File: config.mk
export PLATFORM = sky130hd
export DESIGN_NAME = sata_read_unpacker
export DESIGN_NICKNAME = d
export VERILOG_FILES = /design/src/rtl/sata_pkg.sv /design/src/rtl/sata_unpack_skid.sv /design/src/rtl/sata_read_unpacker.sv
export SDC_FILE = /design/constraint.sdc
export NUM_CORES = 1
export LEC_CHECK = 0
export CAP_MARGIN = 20
export CORE_ASPECT_RATIO = 0.6
export CORE_MARGIN = 2
export CORE_UTILIZATION = 50
export DETAILED_ROUTE_END_ITERATION = 7
export PLACE_DENSITY = 0.82
export SLEW_MARGIN = 15
export SYNTH_ARGS = -nofsm -noshare
export SYNTH_HDL_FRONTEND = slang
export SYNTH_SLANG_ARGS = --single-unit
File: constraint.sdc
create_clock -name clk -period 5.2 [get_ports clk]
set_input_delay 0.52 -clock clk [delete_from_list [all_inputs] [get_ports clk]]
set_output_delay 0.52 -clock clk [all_outputs]
set_load 0.05 [all_outputs]
File: src/rtl/sata_pkg.sv
// Shared SATA disk-block constants and the read-side unpacker state type.
package sata_pkg;

    localparam int SATA_SAMPLE_WORDS = 565;
    localparam int SATA_BLOCK_WORDS  = 1024;

    typedef enum logic [1:0] {
        IDLE = 2'd0,
        DATA = 2'd1,
        PAD  = 2'd2
    } unpack_state_t;

endpackage

File: src/rtl/sata_unpack_skid.sv
// Two-entry valid/ready buffer carrying {data, sof, eof}; the head entry
// drives the outputs directly so they stay put while the consumer stalls.
module sata_unpack_skid (
    input  logic        clk,
    input  logic        reset_n,
    input  logic        i_flush,
    input  logic        i_valid,
    input  logic [33:0] i_payload,
    output logic        o_valid,
    output logic [33:0] o_payload,
    input  logic        i_ready,
    output logic [1:0]  o_count
);

    logic [33:0] r_head;
    logic [33:0] r_tail;
    logic [1:0]  r_count;
    logic        w_pop;

    assign w_pop = (r_count != 2'd0) && i_ready;

    // Head/tail storage; the upstream credit check guarantees no push when full.
    always_ff @(posedge clk) begin
        if (!reset_n) begin
            r_head  <= '0;
            r_tail  <= '0;
            r_count <= 2'd0;
        end else if (i_flush) begin
            r_count <= 2'd0;
        end else begin
            case (r_count)
                2'd0: begin
                    if (i_valid) begin
                        r_head  <= i_payload;
                        r_count <= 2'd1;
                    end
                end
                2'd1: begin
                    if (i_valid && w_pop) begin
                        r_head <= i_payload;
                    end else if (i_valid) begin
                        r_tail  <= i_payload;
                        r_count <= 2'd2;
                    end else if (w_pop) begin
                        r_count <= 2'd0;
                    end
                end
                default: begin
                    if (w_pop) begin
                        r_head  <= r_tail;
                        r_count <= 2'd1;
                    end
                end
            endcase
        end
    end

    assign o_valid   = (r_count != 2'd0);
    assign o_payload = r_head;
    assign o_count   = r_count;

endmodule

File: src/rtl/sata_read_unpacker.sv
// Strips the zero pad from each SATA read block, tags sample start/end,
// counts delivered samples and flags any non-zero pad word.
module sata_read_unpacker
    import sata_pkg::*;
#(
    parameter int SAMPLE_WORDS = SATA_SAMPLE_WORDS,
    parameter int BLOCK_WORDS  = SATA_BLOCK_WORDS
) (
    input  logic        clk,
    input  logic        reset_n,
    input  logic        enable,
    input  logic        fifo_empty,
    input  logic [31:0] fifo_dout,
    output logic        fifo_rd_en,
    output logic [31:0] out_data,
    output logic        out_valid,
    input  logic        out_ready,
    output logic        out_sof,
    output logic        out_eof,
    output logic [31:0] sample_count,
    output logic        pad_error
);

    localparam int POS_W = $clog2(BLOCK_WORDS);
    localparam logic [POS_W-1:0] SAMPLE_LIM = POS_W'(SAMPLE_WORDS);
    localparam logic [POS_W-1:0] LAST_DATA  = POS_W'(SAMPLE_WORDS - 1);
    localparam logic [POS_W-1:0] LAST_POS   = POS_W'(BLOCK_WORDS - 1);

    unpack_state_t    r_state;
    logic [POS_W-1:0] r_pos;
    logic             r_inflight;
    logic             r_tag_data;
    logic             r_tag_sof;
    logic             r_tag_eof;
    logic [31:0]      r_sample_count;
    logic             r_pad_error;

    logic [1:0]       w_skid_count;
    logic             w_skid_valid;
    logic [33:0]      w_skid_payload;
    logic             w_accept;
    logic [2:0]       w_credit_sum;
    logic             w_credit_ok;
    logic             w_rd_en;
    logic             w_push;
    logic             w_pad_bad;

    // A pop is only allowed when the word it returns is guaranteed a skid slot.
    assign w_accept     = w_skid_valid && out_ready;
    assign w_credit_sum = {1'b0, w_skid_count} + {2'b00, r_inflight} - {2'b00, w_accept};
    assign w_credit_ok  = (r_state == PAD) || (w_credit_sum < 3'd2);
    assign w_rd_en      = (r_state != IDLE) && enable && !fifo_empty && w_credit_ok;

    // Returned words are routed by the tag captured when they were popped.
    assign w_push    = r_inflight && r_tag_data && enable;
    assign w_pad_bad = r_inflight && !r_tag_data && enable && (fifo_dout != 32'd0);

    // Block-position FSM; pos counts issued pops so the tag lines up with FIFO latency.
    always_ff @(posedge clk) begin
        if (!reset_n) begin
            r_state    <= IDLE;
            r_pos      <= '0;
            r_inflight <= 1'b0;
            r_tag_data <= 1'b0;
            r_tag_sof  <= 1'b0;
            r_tag_eof  <= 1'b0;
        end else if (!enable) begin
            r_state    <= IDLE;
            r_pos      <= '0;
            r_inflight <= 1'b0;
        end else begin
            r_inflight <= w_rd_en;
            r_tag_data <= (r_pos < SAMPLE_LIM);
            r_tag_sof  <= (r_pos == '0);
            r_tag_eof  <= (r_pos == LAST_DATA);
            case (r_state)
                IDLE: begin
                    r_state <= DATA;
                    r_pos   <= '0;
                end
                default: begin
                    if (w_rd_en) begin
                        if (r_pos == LAST_POS) begin
                            r_pos   <= '0;
                            r_state <= DATA;
                        end else begin
                            r_pos <= r_pos + 1'b1;
                            if (r_pos == LAST_DATA) begin
                                r_state <= PAD;
                            end
                        end
                    end
                end
            endcase
        end
    end

    // Sample counter and sticky pad checker, both restarted on each enable rise.
    always_ff @(posedge clk) begin
        if (!reset_n) begin
            r_sample_count <= 32'd0;
            r_pad_error    <= 1'b0;
        end else if ((r_state == IDLE) && enable) begin
            r_sample_count <= 32'd0;
            r_pad_error    <= 1'b0;
        end else begin
            if (w_accept && w_skid_payload[0]) begin
                r_sample_count <= r_sample_count + 32'd1;
            end
            if (w_pad_bad) begin
                r_pad_error <= 1'b1;
            end
        end
    end

    sata_unpack_skid u_skid (
        .clk       (clk),
        .reset_n   (reset_n),
        .i_flush   (!enable),
        .i_valid   (w_push),
        .i_payload ({fifo_dout, r_tag_sof, r_tag_eof}),
        .o_valid   (w_skid_valid),
        .o_payload (w_skid_payload),
        .i_ready   (out_ready),
        .o_count   (w_skid_count)
    );

    assign fifo_rd_en   = w_rd_en;
    assign out_valid    = w_skid_valid;
    assign out_data     = w_skid_payload[33:2];
    assign out_sof      = w_skid_payload[1];
    assign out_eof      = w_skid_payload[0];
    assign sample_count = r_sample_count;
    assign pad_error    = r_pad_error;

endmodule

======== After elaboration in Yosys (flattened, before gate mapping) ========
Index checks and enable logic that the tools add are counted.
cells by class
  order comparisons ....................... 2
  eq/ne operators ......................... 8
  bitwise operators ....................... 3
  reductions and logical operators ........ 33
  add/subtract/negate cells ............... 4
  muxes and demuxes ....................... 15
operators by type and width
  kind                     count
  $mux W34                 3
  $pmux W34 S2             1
  $add A32 B1 Y32 const B  1
  $reduce_bool A32 Y1      1
  $eq A10 B10 Y1 const B   2
  $mux W2                  7
  $logic_and A1 B1 Y1      12
  $reduce_and A4 Y1        3
  $add A10 B1 Y10 const B  1
  $logic_not A10 Y1        1
  $lt A10 B10 Y1 const B   1
  $mux W10                 1
  $reduce_bool A2 Y1       4
  $reduce_and A2 Y1        3
  $reduce_bool A3 Y1       2
  $logic_not A2 Y1         2
  $ne A2 B1 Y1 const B     2
  $pmux W2 S2              1
  $add A2 B1 Y3            1
  $lt A3 B2 Y1 const B     1
  $ne A3 B1 Y1 const B     1
  $not A1 Y1               3
  $reduce_or A3 Y1         1
  $sub A3 B1 Y3            1
  7 further kinds          9
word-level totals
  input port bits ......................... 37
  bits in registers ....................... 119
  output and inout bits ................... 69

======== Longest topological paths before layout ========
  word-level depth ........................ 8
  mapped depth ............................ 10

======== Hierarchy ========
Synthesis repeated with hierarchy kept, for this count alone.
second synthesis, totals
  cells, all modules ...................... 630
  area total of the unflattened synthesis .. 5676.7 sq um
by module, submodules not included
  module              area each (sq um)  seq. area each (sq um)  times used  cells each
  sata_unpack_skid    3135.5             1401.3                  1           319
  sata_read_unpacker  2541.2             980.9                   1           311

======== Worst setup path before layout ========
OpenSTA, ideal clock, no wires.
  path type ............................... input to output
  start ................................... input port out_ready
  end ..................................... output port fifo_rd_en
  path slack .............................. 2.263 ns
  cell stages on the path ................. 7
  arrival time ............................ 2.417 ns
  buffers on the path ..................... 1
  path through ............................ clkbuf_2 > inv_1 > or3_1 > fa_1 > xor2_1 > o2111ai_1 > clkinv_1
between the ends
  longest elaborated chain between the ends .. 5
ends and longest elaborated chain
  element              line                      text
  from (decl)          sata_read_unpacker.sv:17  input logic out_ready,
  $logic_and A1 B1 Y1  sata_read_unpacker.sv:49  assign w_accept = w_skid_valid && out_ready;
  $sub A3 B1 Y3        sata_read_unpacker.sv:50  assign w_credit_sum = {1'b0, w_skid_count} + {2'b00, r_inflight} - {2'b00, w_accept};
  $lt A3 B2 Y1         sata_read_unpacker.sv:51  assign w_credit_ok = (r_state == PAD) || (w_credit_sum < 3'd2);
  $logic_or A1 B1 Y1   sata_read_unpacker.sv:51
  $logic_and A1 B1 Y1  sata_read_unpacker.sv:52  assign w_rd_en = (r_state != IDLE) && enable && !fifo_empty && w_credit_ok;
  to (decl)            sata_read_unpacker.sv:14  output logic fifo_rd_en,
No other way between the ends.

======== Final worst setup path ========
Ends and elaborated chain as after synthesis.

==> impl_metrics.sql <==
INSERT INTO impl_metrics (metric_group, metric, value, unit) VALUES
('synth', 'postSynth.asyncResetShare', '0', '%'),
('setup_path', 'crit_path_end_kind', 'primary output', ''),
('global_route', 'via_count_of_the_first_global_routing_pass', '4455', ''),
('layout', 'final_common_cell', 'nand2_1', ''),
('setup_path', 'crit_slowest_cell', 'clkdlybuf4s50_1', ''),
('die', 'boundaryPins', '106', ''),
('setup_path', 'path_common_cell', 'clkdlybuf4s50_1', ''),
('route', 'remaining_drc_errors', '0', ''),
('power', 'static-leakage-power', '2.63', 'nW'),
('die', 'core.rowCount', '29', ''),
('timing', 'drv_slew', '0', ''),
('die', 'chipHeight', '84.4', 'um'),
('die', 'fp.dieW', '138', 'um'),
('layout', 'layout.filler_cells', '800', ''),
('status', 'run_status', 'completed', ''),
('clocking', 'cts_repair_resize_count', '0', ''),
('global_route', 'grt_start_max_net_pins', '77', ''),
('setup_path', 'req_time_crit_path', '4.68', 'ns'),
('clocking', 'clk_pin_slew', '0.05', 'ns'),
('layout', 'antenna-diode-count', '0', ''),
('timing', 'timing_worst_slew_pin_value', '0.865', 'ns'),
('die', 'initial_utilization', '51.2', '%'),
('power', 'swShare', '20.7', '%'),
('synth', 'synth-main-ff-cell', 'dfxtp_1', ''),
('synth', 'compound_gate_portion_of_the_synthesized_area', '21.2', '%'),
('route', 'drt_pass_1_iters', '5', ''),
('synth', 'synth_simple_gate_area_share', '21.0', '%'),
('timing', 'report.final.setup_viol', '0', ''),
('global_route', 'grt.total_usage', '23.1', '%'),
('setup_path', 'critPathArrivalTime', '3.77', 'ns'),
('synth', 'synthesis.area_per_instance', '8.79', 'um2'),
('clocking', 'clock_tree.root_cell', 'clkbuf_16', ''),
('power', 'vdd_drop_max', '0.000246', 'V'),
('synth', 'yosysUniqueCellTypes', '42', ''),
('synth', 'post_synth_instance_area', '5390', 'um2'),
('synth', 'number_of_cells_produced_by_synthesis', '613', ''),
('power', 'p_int', '0.00173', 'W'),
('setup_path', 'critical-path-max-stage-delay', '0.83', 'ns'),
('timing', 'achievable-frequency', '233', 'MHz'),
('timing', 'fin_skew', '0.0110', 'ns'),
('layout', 'layout.cells.most_common_list', 'nand2_1 (125), dfxtp_1 (118), clkdlybuf4s50_1 (104)', ''),
('timing', 'fin_tns_setup', '0', 'ns'),
('clocking', 'cts.sink_count', '119', ''),
('layout', 'multi_input_area', '2800', 'um2'),
('route', 'vias', '4887', ''),
('global_route', 'global_route_wire_length_before_repair', '22100', 'um'),
('route', 'drt.antenna.violating_nets', '0', ''),
('power', 'post-layout-total-power', '0.00218', 'W'),
('setup_path', 'largest_fanout_on_the_critical_path', '7', ''),
('layout', 'area.growth.synth_to_final', '31.6', '%'),
('layout', 'layout.area.seq', '2380', 'um2'),
('clocking', 'clock_tree.htree_level_count', '4', ''),
('timing', 'final_min_period_over_clock_period', '82.5', '%'),
('layout', 'finish.cell_count_without_fillers', '852', ''),
('synth', 'synth_sequential_area_ratio', '44.2', '%'),
('layout', 'drive_gt1_share', '6.31', '%'),
('power', 'p_seq_share', '42.2', '%'),
('synth', 'synth_fa_ha_area_share', '1.07', '%'),
('timing', 'rsz_0062_raised_after_global_routing', 'false', ''),
('power', 'fraction_of_power_consumed_by_the_clock_network', '53.8', '%'),
('route', 'routed_wl', '13400', 'um'),
('synth', 'synth_top_family_by_area', 'compound AO/OA/AOI/OAI gates', ''),
('clocking', 'total_cts_buffers', '17', ''),
('die', 'die_area', '11700', 'um2'),
('placed_design', 'place.gp.congestion', '0.870', ''),
('timing', 'timing.final.hold_violations', '0', ''),
('clocking', 'cts_tree', 'done', ''),
('global_route', 'grt-ovfl-total', '0', ''),
('setup_path', 'path_class', 'input port to primary output', ''),
('synth', 'synth_warnings', '0', ''),
('setup_path', 'startpoint_kind_of_the_worst_setup_timing_path', 'input port', '');
==> metal layers <==
metal | up-vias | GRT usage [%] | share of wire, %
met5 | - | 0 | 0
met4 | 0 | 8.07 | 0.99
met3 | 15 | 5.76 | 5.8
met2 | 151 | 34.0 | 44
met1 | 2317 | 33.1 | 49
li1 | 2404 | - | -
==> power groups by stage <==
| stage | sequential, W | combinational (W) | clock, W |
|---|---|---|---|
| floorplan | 0.000942 | 0.0000327 | 0 |
| global placement | 0.000938 | 0.0000839 | 0 |
| detailed placement | 0.000938 | 0.0000851 | 0 |
| CTS | 0.000918 | 0.0000857 | 0.00119 |
| global route | 0.000918 | 0.0000916 | 0.00123 |
| finish | 0.000918 | 0.0000861 | 0.00117 |
==> worst paths after layout <==
| check | start | end | depth (start not counted) |
|---|---|---|---|
| setup / recovery | out_ready | fifo_rd_en | 9 |
| hold / removal | pad_error$_SDFFE_PP0P_ | pad_error$_SDFFE_PP0P_ | 2 |
| setup reg to reg | u_skid.o_count[0]$_SDFFE_PN0P_ | r_state[0]$_SDFFE_PN0P_ | 7 |
| hold reg to reg | pad_error$_SDFFE_PP0P_ | pad_error$_SDFFE_PP0P_ | 2 |
==> stage by stage <==
stage	instance area (um2)	util (%)	hold slack (ns)	setup slack, ns
finish	7100	67.4	0.446	0.908
global route	7100	67.4	0.483	0.731
CTS	7100	67.4	0.445	0.929
detailed placement	6510	61.9	0.439	0.942
global placement	6510	61.9	0.440	1.11
floorplan	5390	-	0.443	2.26
==> flip-flops by register name, indices dropped and copies added, names as in the netlist, 2 cells and up <==
name	cells
sample_count	32
r_pos	10
u_skid.o_payload	34
u_skid.o_count	2
u_skid.r_tail	34
r_state	2
==> area by class of cell <==
| class | instances | area share [%] |
|---|---|---|
| flip-flops and latches | 119 | 33.6 |
| well taps | 139 | 2.45 |
| multi-input cells | 437 | 39.5 |
| clock inverters | 9 | 1.78 |
| repair buffers | 111 | 15.4 |
| clock buffers | 21 | 6.49 |
| inverters | 16 | 0.846 |
==> cell families after synthesis <==
| kind of cell | Yosys count |
|---|---|
| AO/OA/AOI/OAI | 154 |
| XOR/XNOR | 10 |
| adder cells (fa/ha/maj) | 4 |
| buffers and inverters | 57 |
| flip-flops | 119 |
| multiplexers | 36 |
| AND/OR/NAND/NOR | 233 |
==> worst max-delay path: cells and delay by family <==
family | cells | cell delay (ns)
fa+ha+maj | 1 | 0.48
simple gates | 2 | 0.47
compound gates | 2 | 0.47
buf+inv | 4 | 1.83
==> synthesized netlist by cell type, types with 5 or more instances <==
| master | number | share of area [%] |
|---|---|---|
| nand2_1 | 125 | 8.7 |
| dfxtp_1 | 119 | 44 |
| a21boi_0 | 36 | 5.0 |
| mux2i_1 | 36 | 6.7 |
| o211a_1 | 36 | 6.7 |
| a21oi_1 | 33 | 3.1 |
| clkbuf_1 | 32 | 2.2 |
| or4_1 | 21 | 2.9 |
| o31ai_1 | 19 | 2.6 |
| inv_1 | 15 | 1.0 |
| nand3_1 | 15 | 1.4 |
| o21ai_0 | 15 | 1.4 |
| or3_1 | 15 | 1.7 |
| nand4_1 | 11 | 1.3 |
| nor4_1 | 11 | 1.3 |
| nor2_1 | 10 | 0.70 |
| nor3_1 | 10 | 0.93 |
| a211oi_1 | 8 | 1.1 |
| xnor2_1 | 8 | 1.3 |
| buf_2 | 5 | 0.46 |
(Power assumes the default switching activity.)
